## src/rtl/headgen_mgmt_loader.sv

```systemverilog
// headgen_mgmt_loader: turns a framed 16-bit command stream into single-cycle
// writes on the three header-generator management RAM ports (microcode,
// L3 length, IPv4 checksum). Frame = header word, count word, count data words.
module headgen_mgmt_loader #(
  parameter int OFF_W  = 9,
  parameter int VLAN_W = 4,
  parameter int MC_DW  = 9,
  parameter int TBL_DW = 16
) (
  input  logic                    clk,
  input  logic                    rst,
  input  logic [15:0]             cmd_data,
  input  logic                    cmd_valid,
  output logic                    cmd_ready,
  output logic                    busy,
  output logic                    done,
  output logic                    err,
  input  logic                    err_clr,
  output logic [MC_DW-1:0]        writedata_mgmt_0,
  output logic [VLAN_W+OFF_W-1:0] writeaddr_mgmt_0,
  output logic                    we_mgmt_0,
  output logic [TBL_DW-1:0]       writedata_mgmt_1,
  output logic [VLAN_W-1:0]       writeaddr_mgmt_1,
  output logic                    we_mgmt_1,
  output logic [TBL_DW-1:0]       writedata_mgmt_2,
  output logic [VLAN_W-1:0]       writeaddr_mgmt_2,
  output logic                    we_mgmt_2
);

  typedef enum logic [2:0] {S_HDR, S_CNT, S_DATA, S_DRAIN, S_DONE} state_t;

  localparam logic [1:0] TGT_MC  = 2'd0;
  localparam logic [1:0] TGT_L3  = 2'd1;
  localparam logic [1:0] TGT_CHK = 2'd2;

  state_t                    state_q, state_d;
  logic [1:0]                tgt_q, tgt_d;
  logic [VLAN_W-1:0]         vlan_q, vlan_d;
  logic [OFF_W-1:0]          off_q, off_d;
  logic [15:0]               rem_q, rem_d;
  logic                      err_q, err_d, set_err;
  logic                      we0_q, we0_d, we1_q, we1_d, we2_q, we2_d;
  logic [VLAN_W+OFF_W-1:0]   addr0_q, addr0_d;
  logic [MC_DW-1:0]          data0_q, data0_d;
  logic [VLAN_W-1:0]         addr1_q, addr1_d, addr2_q, addr2_d;
  logic [TBL_DW-1:0]         data1_q, data1_d, data2_q, data2_d;
  logic                      accept;

  // reserved header bit carries no meaning
  logic unused_rsvd;
  assign unused_rsvd = cmd_data[9];

  assign cmd_ready = (state_q != S_DONE);
  assign accept    = cmd_valid & cmd_ready;
  assign busy      = (state_q != S_HDR);
  assign done      = (state_q == S_DONE);
  assign err       = err_q;

  assign we_mgmt_0        = we0_q;
  assign writeaddr_mgmt_0 = addr0_q;
  assign writedata_mgmt_0 = data0_q;
  assign we_mgmt_1        = we1_q;
  assign writeaddr_mgmt_1 = addr1_q;
  assign writedata_mgmt_1 = data1_q;
  assign we_mgmt_2        = we2_q;
  assign writeaddr_mgmt_2 = addr2_q;
  assign writedata_mgmt_2 = data2_q;

  // frame parser: next state, frame context and the registered write to issue
  always_comb begin
    state_d = state_q;
    tgt_d   = tgt_q;
    vlan_d  = vlan_q;
    off_d   = off_q;
    rem_d   = rem_q;
    set_err = 1'b0;
    we0_d   = 1'b0;
    we1_d   = 1'b0;
    we2_d   = 1'b0;
    addr0_d = addr0_q;
    data0_d = data0_q;
    addr1_d = addr1_q;
    data1_d = data1_q;
    addr2_d = addr2_q;
    data2_d = data2_q;
    case (state_q)
      S_HDR: if (accept) begin
        tgt_d   = cmd_data[15:14];
        vlan_d  = cmd_data[13:10];
        off_d   = cmd_data[8:0];
        state_d = S_CNT;
      end
      S_CNT: if (accept) begin
        rem_d = cmd_data;
        if (cmd_data == 16'd0) begin
          set_err = 1'b1;
          state_d = S_HDR;
        end else if (tgt_q == 2'd3 || (tgt_q != TGT_MC && cmd_data > 16'd1)) begin
          set_err = 1'b1;
          state_d = S_DRAIN;
        end else begin
          state_d = S_DATA;
        end
      end
      S_DATA: if (accept) begin
        rem_d = rem_q - 16'd1;
        case (tgt_q)
          TGT_MC: begin
            we0_d   = 1'b1;
            addr0_d = {vlan_q, off_q};
            data0_d = cmd_data[MC_DW-1:0];
            off_d   = off_q + 1'b1;  // wraps within the VLAN slot
          end
          TGT_L3: begin
            we1_d   = 1'b1;
            addr1_d = vlan_q;
            data1_d = cmd_data[TBL_DW-1:0];
          end
          TGT_CHK: begin
            we2_d   = 1'b1;
            addr2_d = vlan_q;
            data2_d = cmd_data[TBL_DW-1:0];
          end
          default: ;
        endcase
        if (rem_q == 16'd1) state_d = S_DONE;
      end
      S_DRAIN: if (accept) begin
        rem_d = rem_q - 16'd1;
        if (rem_q == 16'd1) state_d = S_HDR;
      end
      S_DONE: state_d = S_HDR;
      default: state_d = S_HDR;
    endcase
    err_d = err_clr ? 1'b0 : (err_q | set_err);
  end

  // state and output registers
  always_ff @(posedge clk) begin
    if (rst) begin
      state_q <= S_HDR;
      tgt_q   <= '0;
      vlan_q  <= '0;
      off_q   <= '0;
      rem_q   <= '0;
      err_q   <= 1'b0;
      we0_q   <= 1'b0;
      we1_q   <= 1'b0;
      we2_q   <= 1'b0;
      addr0_q <= '0;
      data0_q <= '0;
      addr1_q <= '0;
      data1_q <= '0;
      addr2_q <= '0;
      data2_q <= '0;
    end else begin
      state_q <= state_d;
      tgt_q   <= tgt_d;
      vlan_q  <= vlan_d;
      off_q   <= off_d;
      rem_q   <= rem_d;
      err_q   <= err_d;
      we0_q   <= we0_d;
      we1_q   <= we1_d;
      we2_q   <= we2_d;
      addr0_q <= addr0_d;
      data0_q <= data0_d;
      addr1_q <= addr1_d;
      data1_q <= data1_d;
      addr2_q <= addr2_d;
      data2_q <= data2_d;
    end
  end

endmodule
```

## config.mk

```make
export PLATFORM = sky130hd
export DESIGN_NAME = headgen_mgmt_loader
export DESIGN_NICKNAME = d
export VERILOG_FILES = /design/src/rtl/headgen_mgmt_loader.sv
export SDC_FILE = /design/constraint.sdc
export NUM_CORES = 1
export LEC_CHECK = 0
export CAP_MARGIN = 15
export CORE_MARGIN = 8
export CORE_UTILIZATION = 46
export DETAILED_ROUTE_END_ITERATION = 12
export GPL_TIMING_DRIVEN = 0
export PLACE_DENSITY = 0.76
export RECOVER_POWER = 100
export SKIP_CTS_REPAIR_TIMING = 1
export SYNTH_ARGS = -nofsm -noshare
export SYNTH_HDL_FRONTEND = slang
export SYNTH_SLANG_ARGS = --single-unit
```

## constraint.sdc

```tcl
create_clock -name clk -period 1.9 [get_ports clk]
set_input_delay 0.285 -clock clk [delete_from_list [all_inputs] [get_ports clk]]
set_output_delay 0.285 -clock clk [all_outputs]
set_load 0.01 [all_outputs]
```

==> results of run 1 <==
[tightest hold or removal path, cell delays in order, from the launching register on]
cell,delay (ns)
dfxtp_1,0.32
nand2_1,0.05
a21oi_1,0.05
[power by group]
group          leakage (µW)  switching [µW]  total, µW  internal (µW)
combinational       0.00173             431        762            332
clock             0.0000937             799       1300            500
sequential         0.000815            75.1       2240           2160
[stage by stage]
stage | TNS (ns) | setup WS (ns) | area, µm² | std cells
final | -0.388 | -0.157 | 5870 | 753
after global routing | -1.36 | -0.192 | 5870 | 753
after CTS | -10.59 | -0.358 | 5650 | 745
after detailed placement | -38.30 | -0.547 | 5470 | 730
after global placement | -33.93 | -0.490 | 5470 | 730
after floorplan | -0.00389 | -0.00389 | 4420 | 513
[state kept, by name (all words and copies together), names as in the netlist]
register,flops
rem_q,16
writedata_mgmt_1,16
writedata_mgmt_2,16
writeaddr_mgmt_0,13
off_q,9
writedata_mgmt_0,9
vlan_q,4
writeaddr_mgmt_1,4
writeaddr_mgmt_2,4
state_q,3
tgt_q,2
err,1
we_mgmt_0,1
we_mgmt_1,1
we_mgmt_2,1
[Yosys cell counts (all sizes together) (7+ instances only)]
library cell / number / area share, %
dfxtp: 100 / 45
nand2: 61 / 5.2
nor2: 65 / 5.5
or2: 8 / 1.1
clkbuf: 28 / 2.4
o21ai: 18 / 2.0
mux2i: 46 / 10
and2: 8 / 1.1
nor4: 7 / 0.99
buf: 7 / 0.77
inv: 12 / 1.0
a21oi: 50 / 5.7
or3: 7 / 1.1
nor3: 11 / 1.4
[area by class of cell]
| cell class | count | area (µm²) | share of cell area [%] |
|---|---|---|---|
| clock buffers | 9 | 124 | 2.11 |
| well taps | 129 | 161 | 2.75 |
| clock inverters | 6 | 57.6 | 0.981 |
| repair buffers | 96 | 951 | 16.2 |
| flip-flops and latches | 100 | 2020 | 34.4 |
| inverters | 12 | 47.5 | 0.810 |
| plain buffers | 35 | 164 | 2.79 |
| multi-input cells | 366 | 2340 | 39.9 |
[layer usage]
metal  global-route usage, %  wire, µm  vias up
met5                       0         0        -
met4                    6.83       279        0
met3                    8.56      1350       23
met2                    32.7      6370      165
met1                    25.5      5730     2016
li1                        -         -     2015
[placed cells by master, fill, tap and decap left out, drive strengths merged, types with 2 or more instances in the layout]
master           n
dlymetal6s2s     4
ha               3
nand4            3
nand3b           3
nor4             7
clkinv           3
o211ai           6
nand2           61
or2              8
inv             15
a211oi           5
o41ai            2
mux2i           46
and2             8
or3              7
a21oi           50
a31oi            5
or2b             2
clkbuf          42
a311oi           2
o32ai            4
nor2            65
o21ai           18
dlygate4sd3     66
or4b             2
dfxtp          100
nor3b            4
nand2b           5
nand3            6
o31a             4
nor2b            2
clkdlybuf4s50   18
or3b             2
or4              4
nor3            11
buf             10
[cell families (layout without fill, tap and decap cells)]
logic type / after synthesis / count (layout) / synth area share (%)
fa+ha+maj: 3 / 3 / 0.852
buf+inv: 47 / 158 / 4.17
flops: 100 / 100 / 45.4
simple gates: 206 / 206 / 23.1
compound gates: 111 / 111 / 16.0
mux: 46 / 46 / 10.4
[worst max-delay path by stage]
stage               slack, ns  cells past startpoint                                to               startpoint
floorplan              -0.004                      7            rem_q[10]$_SDFFE_PP0P_    rem_q[1]$_SDFFE_PP0P_
global placement        -0.49                      6  writeaddr_mgmt_0[9]$_SDFFE_PP0P_                cmd_valid
detailed placement      -0.55                      6  writeaddr_mgmt_0[9]$_SDFFE_PP0P_                cmd_valid
CTS                     -0.36                      5                              done  state_q[0]$_SDFFE_PP0P_
global route            -0.19                      7            rem_q[10]$_SDFFE_PP0P_    rem_q[0]$_SDFFE_PP0P_
finish                  -0.16                      7            rem_q[10]$_SDFFE_PP0P_    rem_q[0]$_SDFFE_PP0P_
==> flow_summary.toml, run 1 <==
[status]
status = "finished, violations left"
failed_checks = "setup timing"

[synth]
synth.distinct_cells = 66
synth_top_flop_cell = "dfxtp_1"
synth-seq-cells = 100
synthesis.nets = 536
async_flop_share_pct = 0
synth-seq-area-share_pct = 45.4
synth_edf_count = 0
synth.yosys.warnings = 0
synth_area_per_cell_um2 = 8.59
netlist_instances = 513
syn_area_um2 = 4410

[power_and_ir_drop]
leakagePower_uw = 0.00264
total_power_uw = 4300
power.density_nw_per_um2 = 732
peakVddDrop_mv = 0.435

[worst_setup_path]
reg2reg_slack_ns = -0.16
rr_worst_depth = 7
cp_slowest_cell = "or4b_4"
path_class = "reg -> reg"
crit_path_max_incr_delay_ns = 0.47
r2r_start = "rem_q[0]$_SDFFE_PP0P_"
cp_cell_sequence = "inv_4, ha_4, or4b_4, buf_6, or3_4, o31a_2, o32ai_2"
cp.arrival_ns = 2.33
worstSetupEndpointType = "flip-flop"
required_ns = 2.17
critPathBufInv = 2
worstSetupStartpointType = "flip-flop"
critPathTopFamily = "simple AND/OR/NAND/NOR gates"
worstPathMaxFanout = 6
r2r-end = "rem_q[10]$_SDFFE_PP0P_"

[clocking]
cts.sinks = 100
cts_inserted_buffers = 9
clock_tree.root_cell = "clkbuf_8"
clk_latency_ns = 0.37
clkTransAtPathRegs_ns = 0.10
cts_tree = "yes"
clk_path_buf_depth = 2
cts.htree.levels = 3

[floorplanning]
start_util_pct = 47.5
core_area_um2 = 9280
pin_count = 89
die_x_um = 114
rows = 35
die_y_um = 114
die_area_um2 = 13000

[global_route]
grt_pass1_vias = 3993
overflow = 0
grt_pass1_wl_mm = 21.6
grt_max_degree = 19
grt_util_all_layers_pct = 20.9
antenna_found_initial = 0

[sta]
fin_ws_ns = -0.157
rsz0062_at_grt = "true"
fin_crit_ns = 2.06
final-hold-violation-count = 0
finalSetupViolCount = 5
final.period_utilization_pct = 108
max-slew-margin-rel_pct = 54.5
hold_ws_ns = 0.455
maxSlewViolCount = 0
tightest_slew_ns = 0.679
fmax_mhz = 486
finalClockSkew_ns = 0.0103

[cells_and_area]
diodes = 0
fin_nets = 643
fin_util_pct = 63.2
filler_cell_count = 853
drive_gt1_share_pct = 14.1
syn2layout_area_growth_pct = 33.2

[route]
via_count = 4219
drc = 0
ant_nets = 0
firstDrtPassIters = 5
drt_iter0_drc = 342
routed_via_density = 5.60
routed_wl_mm = 13.7
post_drt_wl_per_cell_um = 18.2

[place]
place.gp.congestion = 0.903
io_buffers = 88
hpwl_mm = 9.78

[hold_path]
min_to = "writeaddr_mgmt_0[4]$_SDFFE_PP0P_"
hold_start = "writeaddr_mgmt_0[4]$_SDFFE_PP0P_"
holdPathStages = 2
hp-class = "reg -> reg"

[run]
drv_cap = 0
(Power assumes the default switching activity.)
==> inputs of run 2 (changes only) <==
--- a/config.mk
+++ b/config.mk
@@ -11,7 +11,6 @@
 export DETAILED_ROUTE_END_ITERATION = 12
 export GPL_TIMING_DRIVEN = 0
 export PLACE_DENSITY = 0.76
-export RECOVER_POWER = 100
 export SKIP_CTS_REPAIR_TIMING = 1
 export SYNTH_ARGS = -nofsm -noshare
 export SYNTH_HDL_FRONTEND = slang
==> run 2 against run 1 <==
- the run still ends with setup timing left
- clock power is essentially flat
- largest cell class unchanged
- fmax grew 0.21%
- setup slack gained 0.0044 ns
- cell area grew 0.34%
- first-iteration DRC count shrank 9.6%
- critical endpoint unchanged
- cell count is the same
==> flow_summary.toml, run 2 (synthesized netlist as in run 1, its figures left out) <==
[global_route]
grt_pass1_wl_mm = 21.6
grt_util_all_layers_pct = 20.9
grt_pass1_vias = 3993
grt_max_degree = 19
overflow = 0
antenna_found_initial = 0

[route]
wirelength_met1_mm = 5.67
wl_met3_mm = 1.39
drt_iter0_drc = 309
route.top_layer_used = "met4"
routed_via_density = 5.60
wl_met2_mm = 6.34
drc = 0
post_drt_wl_per_cell_um = 18.2
ant_nets = 0
firstDrtPassIters = 6
routed_wl_mm = 13.7
via_count = 4218

[run]
drv_cap = 0

[worst_setup_path]
critPathLaunch = "rem_q[0]$_SDFFE_PP0P_"
r2r-end = "rem_q[10]$_SDFFE_PP0P_"
critPathTopFamily = "simple AND/OR/NAND/NOR gates"
cp_cell_sequence = "inv_4, ha_4, or4b_4, buf_6, or3_4, o31a_2, o32ai_2"
crit_cells = 7
worstSetupEndpointType = "flip-flop"
r2r_start = "rem_q[0]$_SDFFE_PP0P_"
cp.arrival_ns = 2.33
cp_slowest_cell = "or4b_4"
rr_worst_depth = 7
required_ns = 2.18
worstPathMaxFanout = 6
reg2reg_slack_ns = -0.15
worstSetupStartpointType = "flip-flop"
critPathBufInv = 2
crit_path_max_incr_delay_ns = 0.47
path_class = "reg -> reg"
cp-endpoint = "rem_q[10]$_SDFFE_PP0P_"

[sta]
fin_ws_ns = -0.153
final.period_utilization_pct = 108
tightest_slew_ns = 0.659
fin_crit_ns = 2.05
final-hold-violation-count = 0
maxSlewViolCount = 0
max-slew-margin-rel_pct = 55.8
finalClockSkew_ns = 0.00855
rsz0062_at_grt = "true"
fmax_mhz = 487
finalSetupViolCount = 5

[cells_and_area]
drive_gt1_share_pct = 14.6
most-common-layout-cells = "90 x dfxtp_1, 84 x clkdlybuf4s50_1, 63 x nor2_1"
fin_nets = 643
fin_util_pct = 63.4
syn2layout_area_growth_pct = 33.6
layout.cells.most_common = "dfxtp_1"
diodes = 0
finalInstanceArea_um2 = 5890

[floorplanning]
die_y_um = 114
start_util_pct = 47.5
die_x_um = 114
die_area_um2 = 13000
pin_count = 89
core_area_um2 = 9280
rows = 35

[clocking]
clk_latency_ns = 0.37
clock_tree.root_cell = "clkbuf_8"
clk_path_buf_depth = 2
clkTransAtPathRegs_ns = 0.10
cts_tree = "yes"
cts.sinks = 100
cts.htree.levels = 3
cts_inserted_buffers = 9

[place]
postPlaceCellArea_um2 = 5470
io_buffers = 88
hpwl_mm = 9.78
place.gp.congestion = 0.903

[power_and_ir_drop]
power.density_nw_per_um2 = 732
leakagePower_uw = 0.00240
peakVddDrop_mv = 0.435

[hold_path]
hp-class = "in -> reg"

[status]
failed_checks = "setup timing"
status = "finished, violations left"
[run 2: worst reg2reg max path, cell delays in order, from the launching register on]
cell     delay (ns)
dfxtp_4        0.38
inv_4          0.06
ha_4           0.14
or4b_4         0.47
buf_6          0.15
or3_4          0.38
o31a_2         0.30
o32ai_2        0.09
[run 2: area by class of cell]
class | count | area, µm²
inverters | 12 | 47.5
fillers | 850 | 3390
flip-flops and latches | 100 | 2020
clock buffers | 9 | 124
multi-input cells | 366 | 2360
well taps | 129 | 161
plain buffers | 35 | 170
clock inverters | 6 | 57.6
repair buffers | 96 | 951
[run 2: how the worst min path moves through the flow]
stage                                     startpoint                                to  slack, ns  depth (start not counted)
floorplan                                    err_clr                    err$_SDFF_PP0_       0.36                          1
global route        writeaddr_mgmt_0[4]$_SDFFE_PP0P_  writeaddr_mgmt_0[4]$_SDFFE_PP0P_       0.47                          2
finish                                       err_clr                    err$_SDFF_PP0_       0.45                          2
detailed placement                    err$_SDFF_PP0_                    err$_SDFF_PP0_       0.44                          2
global placement                      err$_SDFF_PP0_                    err$_SDFF_PP0_       0.44                          2
CTS                                          err_clr                    err$_SDFF_PP0_       0.45                          2
[run 2: power by group]
part / leakage [µW] / internal (µW) / switching [µW] / total, µW
Clock: 0.0000937 / 500 / 806 / 1310
Sequential: 0.000815 / 2160 / 75.6 / 2240
Combinational: 0.00149 / 339 / 432 / 772
Total: 0.00240 / 3000 / 1310 / 4310
[run 2: routing by layer]
metal | track usage [%] | vias to the layer above
met5 | 0 | -
met2 | 32.7 | 162
met4 | 6.83 | 0
met3 | 8.56 | 30
li1 | - | 2021
met1 | 25.5 | 2005
[run 2: metrics by stage]
stage / worst slack (ns) / hold slack, ns / cells / power, µW / TNS [ns]
3_3_place_gp: -0.490 / 0.439 / 730 / 2910 / -33.93
5_1_grt: -0.192 / 0.471 / 753 / 4480 / -0.853
4_1_cts: -0.358 / 0.447 / 745 / 4200 / -10.59
2_1_floorplan: -0.00389 / 0.363 / 513 / 2680 / -0.00389
3_5_place_dp: -0.547 / 0.444 / 730 / 2920 / -38.30
6_report: -0.153 / 0.452 / 753 / 4310 / -0.377
==> inputs of run 3 (changes only) <==
--- a/config.mk
+++ b/config.mk
@@ -6,6 +6,7 @@
 export NUM_CORES = 1
 export LEC_CHECK = 0
 export CAP_MARGIN = 15
+export CORE_ASPECT_RATIO = 1.25
 export CORE_MARGIN = 8
 export CORE_UTILIZATION = 46
 export DETAILED_ROUTE_END_ITERATION = 12
==> constraint.sdc (replaced) <==
create_clock -name clk -period 1.7 [get_ports clk]
set_input_delay 0.255 -clock clk [delete_from_list [all_inputs] [get_ports clk]]
set_output_delay 0.255 -clock clk [all_outputs]
set_load 0.01 [all_outputs]
==> run 3 against run 2 <==
- the flow still finishes with violations (setup timing)
- wire length rose by 0.15%
- via count rose by 0.36%
- clock power grew 43%
- sequential share of layout area down 1.3 points
- die area rose by 0.15%
- cell area grew 3.6%
- global-route usage decreased by 0.62 points
- critical path type unchanged
- critical endpoint unchanged
- largest power group unchanged
==> flow_summary.toml, run 3 (synthesized netlist as in run 1, its figures left out) <==
[status]
status = "finished, violations left"
failed_checks = "setup timing"

[cells_and_area]
fin_nets = 643
final_cells = 750
filler_cell_count = 782
syn2layout_area_growth_pct = 38.5
layout.cells.most_common = "dfxtp_1"
drive_gt1_share_pct = 14.7
fin_util_pct = 64.5
diodes = 0
most-common-layout-cells = "95 x dfxtp_1, 80 x clkdlybuf4s50_1, 63 x nor2_1"

[sta]
rsz0062_at_grt = "true"
max-slew-margin-rel_pct = 54.3
final.period_utilization_pct = 119
final-hold-violation-count = 0
fmax_mhz = 495
finalSetupViolCount = 9
fin_crit_ns = 2.02
tightest_slew_ns = 0.685
fin_ws_ns = -0.320
finalClockSkew_ns = 0.0102
maxSlewViolCount = 0

[place]
io_buffers = 88
dp.cells = 727
hpwl_mm = 9.84
place_ws_ns = -0.625
place.gp.congestion = 0.893

[global_route]
grt_max_degree = 15
met3_usage_pct = 3.65
grt_pass1_wl_mm = 21.7
antenna_found_initial = 0
grt_util_all_layers_pct = 20.3
overflow = 0
use_met1_pct = 23.0
grt_pass1_vias = 4136
busiest_layer = "met2"
met2_usage_pct = 36.3

[power_and_ir_drop]
leakagePower_uw = 0.00253
power.density_nw_per_um2 = 865
peakVddDrop_mv = 0.601
total_power_uw = 5280

[worst_setup_path]
critPathLaunch = "rem_q[1]$_SDFFE_PP0P_"
worstPathMaxFanout = 6
path_class = "reg -> reg"
r2r_start = "rem_q[1]$_SDFFE_PP0P_"
worstSetupStartpointType = "flip-flop"
reg2reg_slack_ns = -0.32
worstSetupEndpointType = "flip-flop"
required_ns = 1.94
cp.arrival_ns = 2.26

[floorplanning]
die_x_um = 104
core_area_um2 = 9460
pin_count = 89
die_y_um = 125
die_area_um2 = 13000
start_util_pct = 46.6
rows = 40

[route]
via_count = 4233
firstDrtPassIters = 5
drc = 0
routed_wl_mm = 13.7
ant_nets = 0
drt_iter0_drc = 302
routed_via_density = 5.64
post_drt_wl_per_cell_um = 18.3

[clocking]
clk_path_buf_depth = 2
cts_inserted_buffers = 9
clk_latency_ns = 0.34
cts_tree = "yes"
clkTransAtPathRegs_ns = 0.07
cts.sinks = 100
cts.htree.levels = 3
clock_tree.root_cell = "clkbuf_16"

[hold_path]
hold_start = "cmd_data[4]"
hp-class = "in -> reg"

[run]
drv_cap = 0
run 3: cell count changes in the layout (fill, tap and decap cells not counted), moves of 4 or more:
cell             change
dfxtp_2              -4
dlymetal6s2s_1       +4
dfxtp_1              +5
clkbuf_8             -8
clkdlybuf4s50_1      -4
clkbuf_16            +9
buf_4                +5
buf_2                -4
nor4_1               -4
run 3: layer usage:
layer	up-vias	part of all wire (%)	wire, µm
li1	2022	-	-
met1	2027	40	5470
met2	155	53	7220
met3	29	4.7	642
met4	0	3.0	406
met5	-	0	0
run 3: final cells by class:
class                           instances  area (µm²)  share of cell area (%)
Buffer                                 31         193                    3.16
Clock buffer                           14         254                    4.16
Clock inverter                          1        8.76                   0.144
Inverter                               12        45.0                   0.738
Multi-Input combinational cell        366        2430                    39.8
Sequential cell                       100        2010                    33.0
Tap cell                              126         158                    2.58
Timing Repair Buffer                  100        1000                    16.4
run 3: stage by stage:
step,instance area [µm²],hold WS (ns),TNS (ns)
final,6100,0.349,-1.80
after global routing,6100,0.373,-2.98
after CTS,5740,0.455,-26.94
after detailed placement,5480,0.446,-51.40
after global placement,5480,0.442,-55.01
after floorplan,4440,0.333,-0.506
run 3: where the power goes:
group          leakage [µW]  total (µW)  internal, µW  switching, µW
Combinational       0.00159         911           415            496
Clock              0.000127        1870          1030            841
Sequential         0.000813        2500          2410           82.7
run 3: path summary, 6_finish.rpt:
| path | cells after the start | to |
|---|---|---|
| min | 3 | writedata_mgmt_0[4]$_SDFFE_PP0P_ |
| max reg2reg | 7 | rem_q[10]$_SDFFE_PP0P_ |
| max | 7 | rem_q[10]$_SDFFE_PP0P_ |
| min reg2reg | 2 | writeaddr_mgmt_0[5]$_SDFFE_PP0P_ |
run 3: critical path: stages, from the launching register on:
cell	delay, ns
dfxtp_2	0.34
inv_2	0.07
ha_4	0.15
or4b_4	0.46
buf_6	0.15
or3_4	0.38
o31a_2	0.30
o32ai_2	0.09
